===== config.mk =====
export PLATFORM = sky130hd
export DESIGN_NAME = crc_generator
export DESIGN_NICKNAME = d
export VERILOG_FILES = /design/src/rtl/crc_pkg.sv /design/src/rtl/crc8_bit_step.sv /design/src/rtl/crc_generator.sv
export SDC_FILE = /design/constraint.sdc
export NUM_CORES = 1
export LEC_CHECK = 0
export ABC_AREA = 1
export CAP_MARGIN = 20
export CORE_UTILIZATION = 58
export CTS_CLUSTER_SIZE = 8
export DETAILED_ROUTE_END_ITERATION = 7
export PLACE_DENSITY_LB_ADDON = 0.05
export SKIP_LAST_GASP = 1
export SLEW_MARGIN = 20
export SYNTH_ARGS = -nofsm -noshare
export SYNTH_HDL_FRONTEND = slang
export SYNTH_HIERARCHICAL = 1
export SYNTH_SLANG_ARGS = --single-unit

===== constraint.sdc =====
create_clock -name clk -period 2 [get_ports clk]
set_input_delay 0.2 -clock clk [delete_from_list [all_inputs] [get_ports clk]]
set_output_delay 0.2 -clock clk [all_outputs]
set_load 0.02 [all_outputs]

===== src/rtl/crc_pkg.sv =====
// Shared constants and FSM state type for the bit-serial CRC-8 generator.
package crc_pkg;

  localparam int CRC_W = 8;
  localparam logic [CRC_W-1:0] POLY_DEFAULT = 8'h07;
  localparam logic [CRC_W-1:0] INIT_DEFAULT = 8'h00;

  typedef enum logic {
    IDLE  = 1'b0,
    SHIFT = 1'b1
  } crc_state_t;

endpackage


===== src/rtl/crc8_bit_step.sv =====
// One MSB-first CRC-8 update step: folds a single data bit into the remainder.
module crc8_bit_step
  import crc_pkg::*;
(
  input  logic [CRC_W-1:0] i_crc,
  input  logic             i_dbit,
  input  logic [CRC_W-1:0] i_poly,
  output logic [CRC_W-1:0] o_crc
);

  logic w_fb;

  assign w_fb  = i_crc[CRC_W-1] ^ i_dbit;
  assign o_crc = {i_crc[CRC_W-2:0], 1'b0} ^ (w_fb ? i_poly : '0);

endmodule


===== src/rtl/crc_generator.sv =====
// Bit-serial CRC-8 generator: accepts a byte in IDLE, shifts it in over 8 cycles,
// then publishes the new running remainder on crc_byte.
module crc_generator
  import crc_pkg::*;
#(
  parameter logic [CRC_W-1:0] POLY = POLY_DEFAULT,
  parameter logic [CRC_W-1:0] INIT = INIT_DEFAULT
) (
  input  logic             clk,
  input  logic             reset,
  input  logic [CRC_W-1:0] xData,
  input  logic             newByte,
  output logic [CRC_W-1:0] crc_byte,
  output crc_state_t       o_dbg_state
);

  crc_state_t       r_state;
  crc_state_t       w_next_state;
  logic [CRC_W-1:0] r_shift;
  logic [CRC_W-1:0] r_work;
  logic [2:0]       r_cnt;
  logic [CRC_W-1:0] r_crc;
  logic [CRC_W-1:0] w_work_next;
  logic             w_accept;
  logic             w_last;

  crc8_bit_step u_step (
    .i_crc  (r_work),
    .i_dbit (r_shift[CRC_W-1]),
    .i_poly (POLY),
    .o_crc  (w_work_next)
  );

  always_comb begin
    w_next_state = r_state;
    w_accept     = 1'b0;
    w_last       = 1'b0;
    case (r_state)
      IDLE: begin
        if (newByte) begin
          w_accept     = 1'b1;
          w_next_state = SHIFT;
        end
      end
      SHIFT: begin
        // newByte is deliberately not looked at here, even on the final bit.
        if (r_cnt == 3'd7) begin
          w_last       = 1'b1;
          w_next_state = IDLE;
        end
      end
      default: w_next_state = IDLE;
    endcase
  end

  always_ff @(posedge clk or negedge reset) begin
    if (!reset) begin
      r_state <= IDLE;
    end else begin
      r_state <= w_next_state;
    end
  end

  always_ff @(posedge clk or negedge reset) begin
    if (!reset) begin
      r_shift <= '0;
      r_work  <= '0;
      r_cnt   <= '0;
      r_crc   <= INIT;
    end else if (w_accept) begin
      r_shift <= xData;
      r_work  <= r_crc;
      r_cnt   <= '0;
    end else if (r_state == SHIFT) begin
      r_shift <= {r_shift[CRC_W-2:0], 1'b0};
      r_work  <= w_work_next;
      r_cnt   <= r_cnt + 3'd1;
      if (w_last) begin
        r_crc <= w_work_next;
      end
    end
  end

  assign crc_byte    = r_crc;
  assign o_dbg_state = r_state;

endmodule


* Yosys cells after proc, flatten, opt, wreduce, memory -nomap -nowiden
Index checks and enable logic that the tools add are counted.
Storage, ports and cells: register bits 28, output and inout bits 9, input port bits 11, logic and storage cells 26
Cells by class: equality and inequality tests 1, $add $sub $neg 1, muxes and demuxes 13, reductions and logical operators 2, bitwise logic cells 4
Operators by type and width (number):
- 2-to-1 mux 8 bit | 4
- 2-to-1 mux 3 bit | 3
- bitwise XOR 8 bit | 1
- 2-to-1 mux 1 bit | 5
- adder 3 x 1 -> 3 bit, second input constant | 1
- equality test 3 bit, second input constant | 1
- AND reduction 3 bit | 1
- inverter 1 bit | 2
- case mux 1 bit (2 select lines) | 1
- nonzero test 2 bit | 1
- bitwise XOR 1 bit | 1

* Logic depth before layout (Yosys ltp)
Gate-level depths: netlist (run 1).
depth in word-level cells 5, mapped depth 8, depth with buffers taken out 7

* By module
The synthesis (run 1) kept the hierarchy.
By module, submodules not included:
- crc_generator | cells each 140, times used 1, sequential area each 700.7 µm², area an instance 1238.7 µm²
- crc8_bit_step | cells each 42, times used 1, sequential area each 0.0 µm², area an instance 230.2 µm²

* Least setup slack after synthesis (run 1)
OpenSTA, ideal clock, no wires.
kind flip-flop to flip-flop, start point reg r_cnt[0], end point reg r_crc[7], in the netlist crc_byte[7], setup slack 757 ps, clock period less this slack 1243 ps, library setup time 65 ps, path buffers 1, cell stages (with the launch flop) 7, arrival 1178 ps, cells stage by stage dfrtp_1 -> ha_1 -> ha_1 -> buf_2 -> nand2_1 -> nand2_1 -> nand2_1
On the way: longest elaborated chain between the ends 4
Ends and longest elaborated chain:
- start, declared | RTL line crc_generator.sv:21 | logic [2:0] r_cnt;
- start signal, assigned | RTL line crc_generator.sv:77 | r_cnt <= r_cnt + 3'd1;
- equality test 3 bit | RTL line crc_generator.sv:47 | if (r_cnt == 3'd7) begin
- 2-to-1 mux 1 bit | RTL line crc_generator.sv:47
- 2-to-1 mux 1 bit | RTL line crc_generator.sv:38 | case (r_state)
- AND reduction 3 bit (no line)
- end signal, assigned | RTL line crc_generator.sv:79 | r_crc <= w_work_next;
- end, declared | RTL line crc_generator.sv:22 | logic [CRC_W-1:0] r_crc;
Every way passes these cells. A chain may end at the register's enable or synchronous reset.

* Worst setup path after layout (run 1)
start point reg r_state, in the netlist o_dbg_state, end point out o_dbg_state
RTL lines:
- start, declared | RTL line crc_generator.sv:17 | crc_state_t r_state;
- start signal, assigned | RTL line crc_generator.sv:60 | r_state <= w_next_state;
- end, declared | RTL line crc_generator.sv:14 | output crc_state_t o_dbg_state
No word-level cell between the ends.

==> results of run 1 <==
## cell usage after synthesis (all sizes together)
master	number	area share
nand2	72	0.19
a21oi	1	0.0034
and3	1	0.0043
conb	2	0.0051
ha	2	0.017
nand3	46	0.17
dfrtp	28	0.48
nand4	7	0.030
buf	11	0.066
nor2	1	0.0077
inv	10	0.026
o21ai	1	0.0060
## sequential cells by signal, summed over array words and instances, names as in the netlist
register,cells
o_dbg_state,1
r_cnt,3
r_work,8
crc_byte,8
r_shift,8
## worst reg2reg max path: stages, from the launching register on
cell and delay, ps:
dfrtp_1 420, ha_1 160, ha_1 370, nand2_1 260
nand2_1 120, nand2_1 50
## stage by stage
stage	power (mW)	utilization	hold WS (ps)	worst slack, ps
after floorplan	1.92	-	-95.6	757
after global placement	2.14	0.726	457	611
after detailed placement	2.20	0.726	470	545
after CTS	2.47	0.742	227	208
after global routing	2.68	0.742	236	169
final	2.46	0.742	226	228
## final cells by class
class / instances / area (sq um)
timing repair buffer: 22 / 213
multi-input combinational: 146 / 682
fill: 184 / 593
sequential: 28 / 701
clock buffer: 4 / 36.3
tap: 28 / 35.0
inverter: 10 / 37.5
## power groups by stage
| stage | Clock (mW) | Sequential (mW) | Combinational (mW) |
|---|---|---|---|
| floorplan | 0 | 1.08 | 0.841 |
| global placement | 0 | 1.02 | 1.12 |
| detailed placement | 0 | 1.04 | 1.17 |
| CTS | 0.281 | 1.02 | 1.17 |
| global route | 0.296 | 1.06 | 1.32 |
| finish | 0.272 | 1.02 | 1.16 |
## worst max-delay path by stage
stage | start | to | slack (ps)
2_1_floorplan | r_cnt[0] | crc_byte[7] | 760
3_3_place_gp | o_dbg_state | o_dbg_state | 610
3_5_place_dp | r_cnt[0] | crc_byte[3] | 550
4_1_cts | o_dbg_state | o_dbg_state | 210
5_1_grt | o_dbg_state | o_dbg_state | 170
6_report | o_dbg_state | o_dbg_state | 230
## cells by family after synthesis
logic type               Yosys count  share of synthesized area
other                              2                    0.00511
buffers and inverters             21                     0.0920
adder cells (fa/ha/maj)            2                     0.0170
AO/OA/AOI/OAI                      2                    0.00937
AND/OR/NAND/NOR                  127                      0.399
flip-flops                        28                      0.477
## layer usage
| metal | part of all wire | up-vias | global-route usage |
|---|---|---|---|
| met4 | 0.0058 | 0 | 0.101 |
| met1 | 0.44 | 568 | 0.274 |
| met5 | 0 | - | 0 |
| met3 | 0.032 | 2 | 0.0174 |
| li1 | - | 631 | - |
| met2 | 0.52 | 23 | 0.424 |
## cell usage in the layout (no fill, tap or decap)
cell,count
buf_4,3
inv_2,2
nand2_1,70
o21ai_2,1
clkbuf_4,3
clkbuf_8,1
dfrtp_1,28
ha_1,2
clkdlybuf4s50_1,19
and3_1,1
nand3_1,43
conb_1,15
a21oi_1,1
nand4_1,7
nand2_2,1
nand2_4,1
nand3_2,3
nor2_4,1
inv_1,8
==> reports/summary.txt, run 1 <==
status -> finished, final reports clean
Pint -> 1.40 mW
syn_area_per_cell -> 8.07 sq um
layout cell share with drive strength beyond 1 -> 0.0762
Top Ports -> 20
Chip Height -> 52.3 microns
final worst-path cycle share -> 0.886
Placed Cells -> 234
Worst EP required -> 1800 ps
DR WL/cell -> 11.6 microns
vias per inst -> 5.14
Setup TNS -> 0 ps
clk_lat worst skew -> 320 ps
FP Rows -> 17
Comb pwr share -> 0.474
Core Footprint -> 0.00230 sq mm
DRC violations left -> 0
Initial Utilization -> 0.639
worst path arrival time -> 1570 ps
Hold Violations, Final -> 0
Reg2Reg Capture Point -> crc_byte[3]
vias in the first global route -> 1121
Port Buffers -> 19
Worst setup SP type -> flop
GRT overflow -> 0
cts hold-fix bufs -> 0
Ys Warns -> 6
CP bufs+invs -> 1
final setup fails -> 0
leak pwr -> 0.872 nW
max-cap violations -> 0
Gate Count Post-Synth -> 182
first-pass GRT wire length -> 4590 microns
Fmax -> 564 MHz
RePlAce Congestion -> 0.767
CTS tree -> done
DRT iter0 DRCs -> 39
initial antenna violation count -> 0
GRT Total Usage -> 0.232
DR pass1 iterations -> 4
post-cts sizing count -> 0
Seq/Total Area, Yosys -> 0.477
FF-to-FF path depth -> 5
Root Driver -> clkbuf_4
Non-Filler Instances -> 238
Final ANT Viol Nets -> 0
RR Startpoint -> r_cnt[0]
CP max stage delay -> 680 ps
post-route minimum period -> 1770 ps
Top Family by Delay on Critical Path -> buffers and inverters
PD cells -> 1440 mW/mm^2
crit-path cells -> clkdlybuf4s50_1
Setup CP Type -> reg2out
WL final -> 2770 microns
RSZ-0062 raised after global routing -> false
largest net degree at the start of global routing -> 29
sequential share of power -> 0.416
Layout area overhead -> 16.0%
via count -> 1224
net switching power -> 1.06 mW
nets -> 224
clk_skew -> 1.31 ps
clock transition at the registers of the reported paths -> 140 ps
Netlist Area Pre-Place -> 0.00147 sq mm
HPWL after DPL -> 1990 microns
Peak VDD IR -> 994 uV
clock tree sinks -> 28
crit end category -> output port
Die Area -> 0.00274 sq mm
worst reg2reg setup slack -> 530 ps
Sw Share -> 0.431
postcts setup bufs -> 0
Stages on worst setup path -> 1
total CTS buffers -> 3
CTS max path bufs -> 2
fin. max-slew vios -> 0
Design Area, Final -> 0.00170 sq mm
Clk pwr share -> 0.111
H-tree Lvls -> 1
Yosys reg bits -> 28
antenna cells -> 0
Netlist cell types -> 19
CP max FO -> 10
dpl cell area -> 0.00167 sq mm
slowest cell on the critical path -> clkdlybuf4s50_1
floorplan die width -> 52.3 microns
Hold Crit Class -> in2async
Note: power is estimated with default switching activity, not from simulation.
==> inputs of run 2 (changes only) <==
- CORE_MARGIN: default -> 5
==> run 2 against run 1 <==
  * Largest cell class unchanged
  * Non-clock buffer count did not move
  * Critical path type unchanged
  * First-iteration DRC count increased by 18%
  * Hold slack better by 6.1 ps
  * Largest power group unchanged
==> reports/summary.txt, run 2 (synthesis results as in run 1) <==
clock tree sinks -> 28
GRT Total Usage -> 0.188
PnR worst setup slack -> 247 ps
RR Startpoint -> r_cnt[0]
postcts setup bufs -> 0
status -> finished, final reports clean
floorplan die width -> 60.3 microns
first-pass GRT wire length -> 5150 microns
post-route minimum period -> 1750 ps
Die Area -> 0.00364 sq mm
total CTS buffers -> 3
max-cap violations -> 0
Worst EP required -> 1800 ps
Setup TNS -> 0 ps
final setup fails -> 0
GR met1 Demand/Resource -> 0.239
vias per inst -> 5.15
Chip Height -> 60.3 microns
Top Ports -> 20
Layout area overhead -> 16.2%
grt met2 use -> 0.333
DR pass1 iterations -> 4
final worst-path cycle share -> 0.877
Root Driver -> clkbuf_4
HPWL after DPL -> 2200 microns
worst reg2reg setup slack -> 510 ps
nets -> 224
Port Buffers -> 19
leak pwr -> 0.872 nW
DR WL/cell -> 12.4 microns
Hold Worst Slack -> 232 ps
via count -> 1235
PD cells -> 1450 mW/mm^2
DRC violations left -> 0
CTS max path bufs -> 2
Top Family by Delay on Critical Path -> buffers and inverters
antenna cells -> 0
clk_lat worst skew -> 320 ps
RePlAce Congestion -> 0.787
post-cts sizing count -> 0
Fmax -> 570 MHz
crit end category -> output port
clk_skew -> 3.27 ps
Worst setup SP type -> flop
GRT overflow -> 0
most common cell after layout, fill and taps aside -> nand2_1
Peak VDD IR -> 841 uV
largest net degree at the start of global routing -> 29
met3 GRT Util -> 0.0238
slowest cell on the critical path -> clkdlybuf4s50_1
crit-path cells -> clkdlybuf4s50_1
commonest non-fill, non-tap cells in the layout -> nand2_1 (70), nand3_1 (43), dfrtp_1 (28)
H-tree Lvls -> 1
CP max stage delay -> 680 ps
CTS tree -> done
RSZ-0062 raised after global routing -> false
Reg2Reg Capture Point -> crc_byte[4]
FF-to-FF path depth -> 5
total chip power -> 2.47 mW
Hold Violations, Final -> 0
Setup CP Type -> reg2out
WL final -> 2970 microns
Hold Crit Class -> in2async
FP Rows -> 18
cts hold-fix bufs -> 0
clock transition at the registers of the reported paths -> 140 ps
grt peak-use layer -> met2
CP bufs+invs -> 1
fin. max-slew vios -> 0
DRT iter0 DRCs -> 46
pre-CTS setup slack -> 525 ps
layout cell share with drive strength beyond 1 -> 0.0762
Core Footprint -> 0.00245 sq mm
CP max FO -> 9
Initial Utilization -> 0.598
Final ANT Viol Nets -> 0
vias in the first global route -> 1200
initial antenna violation count -> 0
worst path arrival time -> 1550 ps
-- run 2: cell counts in the layout (fill, tap and decap cells not counted) --
Identical to the previous run, type by type.
-- run 2: where the power goes --
| group | switching, mW | internal (mW) |
|---|---|---|
| logic | 0.707 | 0.470 |
| registers | 0.206 | 0.818 |
| clock network | 0.157 | 0.111 |
| total | 1.07 | 1.40 |
-- run 2: worst max path at each step --
stage / startpoint / end / slack (ps) / depth (start not counted)
global route: o_dbg_state / o_dbg_state / 180 / 1
CTS: o_dbg_state / o_dbg_state / 230 / 1
global placement: o_dbg_state / o_dbg_state / 630 / 1
floorplan: r_cnt[0] / crc_byte[7] / 760 / 6
detailed placement: r_cnt[0] / crc_byte[4] / 530 / 5
finish: o_dbg_state / o_dbg_state / 250 / 1
-- run 2: layer usage --
| layer | up-vias | wire (microns) |
|---|---|---|
| met2 | 17 | 1550 |
| met3 | 4 | 55 |
| met4 | 0 | 27 |
| met5 | - | 0 |
| met1 | 580 | 1340 |
| li1 | 634 | - |
-- run 2: area by class of cell --
cell class | instances | area (sq um)
fillers | 197 | 748
repair buffers | 22 | 213
well taps | 30 | 37.5
flip-flops and latches | 28 | 701
inverters | 10 | 37.5
multi-input cells | 146 | 682
clock buffers | 4 | 36.3
-- run 2: worst register-to-register path, delay by kind of cell (launching register included) --
family	cells	cell delay, ps
AND/OR/NAND/NOR	3	430
flip-flops	1	420
adder cells (fa/ha/maj)	2	550
-- run 2: through the flow --
| step | cells | cell area, sq um | util |
|---|---|---|---|
| global placement | 236 | 1670 | 0.680 |
| CTS | 240 | 1710 | 0.695 |
| global route | 240 | 1710 | 0.695 |
| floorplan | 195 | 1520 | - |
| finish | 240 | 1710 | 0.695 |
| detailed placement | 236 | 1670 | 0.680 |
==> inputs of run 3 (changes only) <==
- GPL_TIMING_DRIVEN: default -> 0
- HOLD_SLACK_MARGIN: default -> 0.05
==> run 3 against run 2 <==
  * Sequential power barely moved
  * Sequential share of layout area down 2.0 points
  * Clock power increased by 38%
  * Cell count increased by 3.3%
  * Critical path depth unchanged
  * Die area stayed put
  * Register-to-register slack better by 50 ps
  * Critical path type unchanged
  * Critical endpoint unchanged
  * Largest cell class unchanged
  * Largest power group unchanged
==> reports/summary.txt, run 3 (synthesis results as in run 1) <==
Initial Utilization -> 0.598
worst reg2reg setup slack -> 560 ps
RR Startpoint -> r_cnt[0]
HPWL after DPL -> 2430 microns
Setup CP Type -> reg2out
DR pass1 iterations -> 4
antenna cells -> 0
initial antenna violation count -> 0
Hold Violations, Final -> 0
Layout area overhead -> 22.1%
Port Buffers -> 18
clock transition at the registers of the reported paths -> 150 ps
leak pwr -> 0.925 nW
post-layout util -> 0.730
slowest cell on the critical path -> clkdlybuf4s50_1
WL final -> 3120 microns
RSZ-0062 raised after global routing -> false
GRT overflow -> 0
Non-Filler Instances -> 248
clock tree sinks -> 28
Peak VDD IR -> 1050 uV
H-tree Lvls -> 1
worst hold start -> newByte
Reg2Reg Capture Point -> crc_byte[4]
total CTS buffers -> 3
first-pass GRT wire length -> 5730 microns
Placed Cells -> 243
RePlAce Congestion -> 0.892
Top Ports -> 20
Die Area -> 0.00364 sq mm
FF-to-FF path depth -> 6
crit-path cells -> clkdlybuf4s50_1
final setup fails -> 0
vias in the first global route -> 1282
vias per inst -> 5.18
Top Family by Delay on Critical Path -> buffers and inverters
Hold Crit Class -> in2reg
Core Footprint -> 0.00245 sq mm
Setup TNS -> 0 ps
worst path arrival time -> 1410 ps
CTS tree -> done
DRC violations left -> 0
Worst-Margin Slew -> 614 ps
PD cells -> 1510 mW/mm^2
CP max FO -> 3
nets -> 232
post-route minimum period -> 1610 ps
Worst EP required -> 1800 ps
# fillers -> 193
Chip Height -> 60.3 microns
DR WL/cell -> 12.6 microns
CP max stage delay -> 640 ps
layout cell share with drive strength beyond 1 -> 0.115
post-cts sizing count -> 0
Root Driver -> clkbuf_4
Fmax -> 622 MHz
worst hold path endpoint -> r_work[3]
Relative slew margins -> 0.591
clk_skew -> 10.4 ps
total chip power -> 2.71 mW
floorplan die width -> 60.3 microns
fin. max-slew vios -> 0
clk_lat worst skew -> 330 ps
postcts setup bufs -> 0
DRT iter0 DRCs -> 42
CP bufs+invs -> 1
most common cell after layout, fill and taps aside -> nand2_1
FP Rows -> 18
GRT Total Usage -> 0.207
final worst-path cycle share -> 0.804
crit end category -> output port
commonest non-fill, non-tap cells in the layout -> nand2_1 (70), nand3_1 (43), dfrtp_1 (28)
Worst setup SP type -> flop
max-cap violations -> 0
Hold Worst Slack -> 192 ps
largest net degree at the start of global routing -> 29
status -> finished, final reports clean
Final ANT Viol Nets -> 0
via count -> 1284
CTS max path bufs -> 2
worst hold path depth -> 3
run 3: cell count changes in the layout (fill, tap and decap cells not counted), sizes merged:
cell,previous run,this run
dlygate4sd3,0,1
bufinv,0,1
clkbuf,4,3
buf,3,12
clkdlybuf4s50,19,17
run 3: layer usage:
metal | track usage | up-vias | wire length, microns | share of wire
met5 | 0 | - | 0 | 0
met4 | 0.0759 | 0 | 44 | 0.014
li1 | - | 651 | - | -
met1 | 0.274 | 599 | 1370 | 0.44
met2 | 0.352 | 30 | 1600 | 0.51
met3 | 0.0216 | 4 | 107 | 0.034
run 3: timing repair:
| item | 4_1_cts | 5_1_grt |
|---|---|---|
| hold buffers | 1 | 0 |
| hold endpoints to repair | 28 | 0 |
| endpoints found under the setup margin | 0 | 0 |
run 3: cell type report:
type,instances,area [sq um],share of cell area
multi-input combinational,146,682,0.380
sequential,28,701,0.391
tap,30,37.5,0.0209
clock buffer,3,22.5,0.0126
clock inverter,1,30.0,0.0167
timing repair buffer,19,185,0.103
buffer,11,97.6,0.0544
inverter,10,37.5,0.0209
run 3: worst max path at each step:
stage	cells past startpoint	to	slack, ps	start
after floorplan	6	crc_byte[7]	760	r_cnt[0]
after global placement	1	r_work[4]	350	reset
after detailed placement	6	crc_byte[4]	590	r_cnt[0]
after CTS	1	o_dbg_state	390	o_dbg_state
after global routing	1	o_dbg_state	370	o_dbg_state
final	1	o_dbg_state	390	o_dbg_state
run 3: metrics by stage:
stage / instance area, sq um / worst slack [ps]
CTS: 1790 / 392
finish: 1790 / 392
global route: 1790 / 371
floorplan: 1520 / 757
detailed placement: 1730 / 590
global placement: 1740 / 353
run 3: power breakdown:
part	switching, mW	internal, mW	total, mW	leakage [nW]
clock	0.167	0.203	0.370	0.0279
sequential	0.191	0.819	1.01	0.354
combinational	0.762	0.564	1.33	0.543
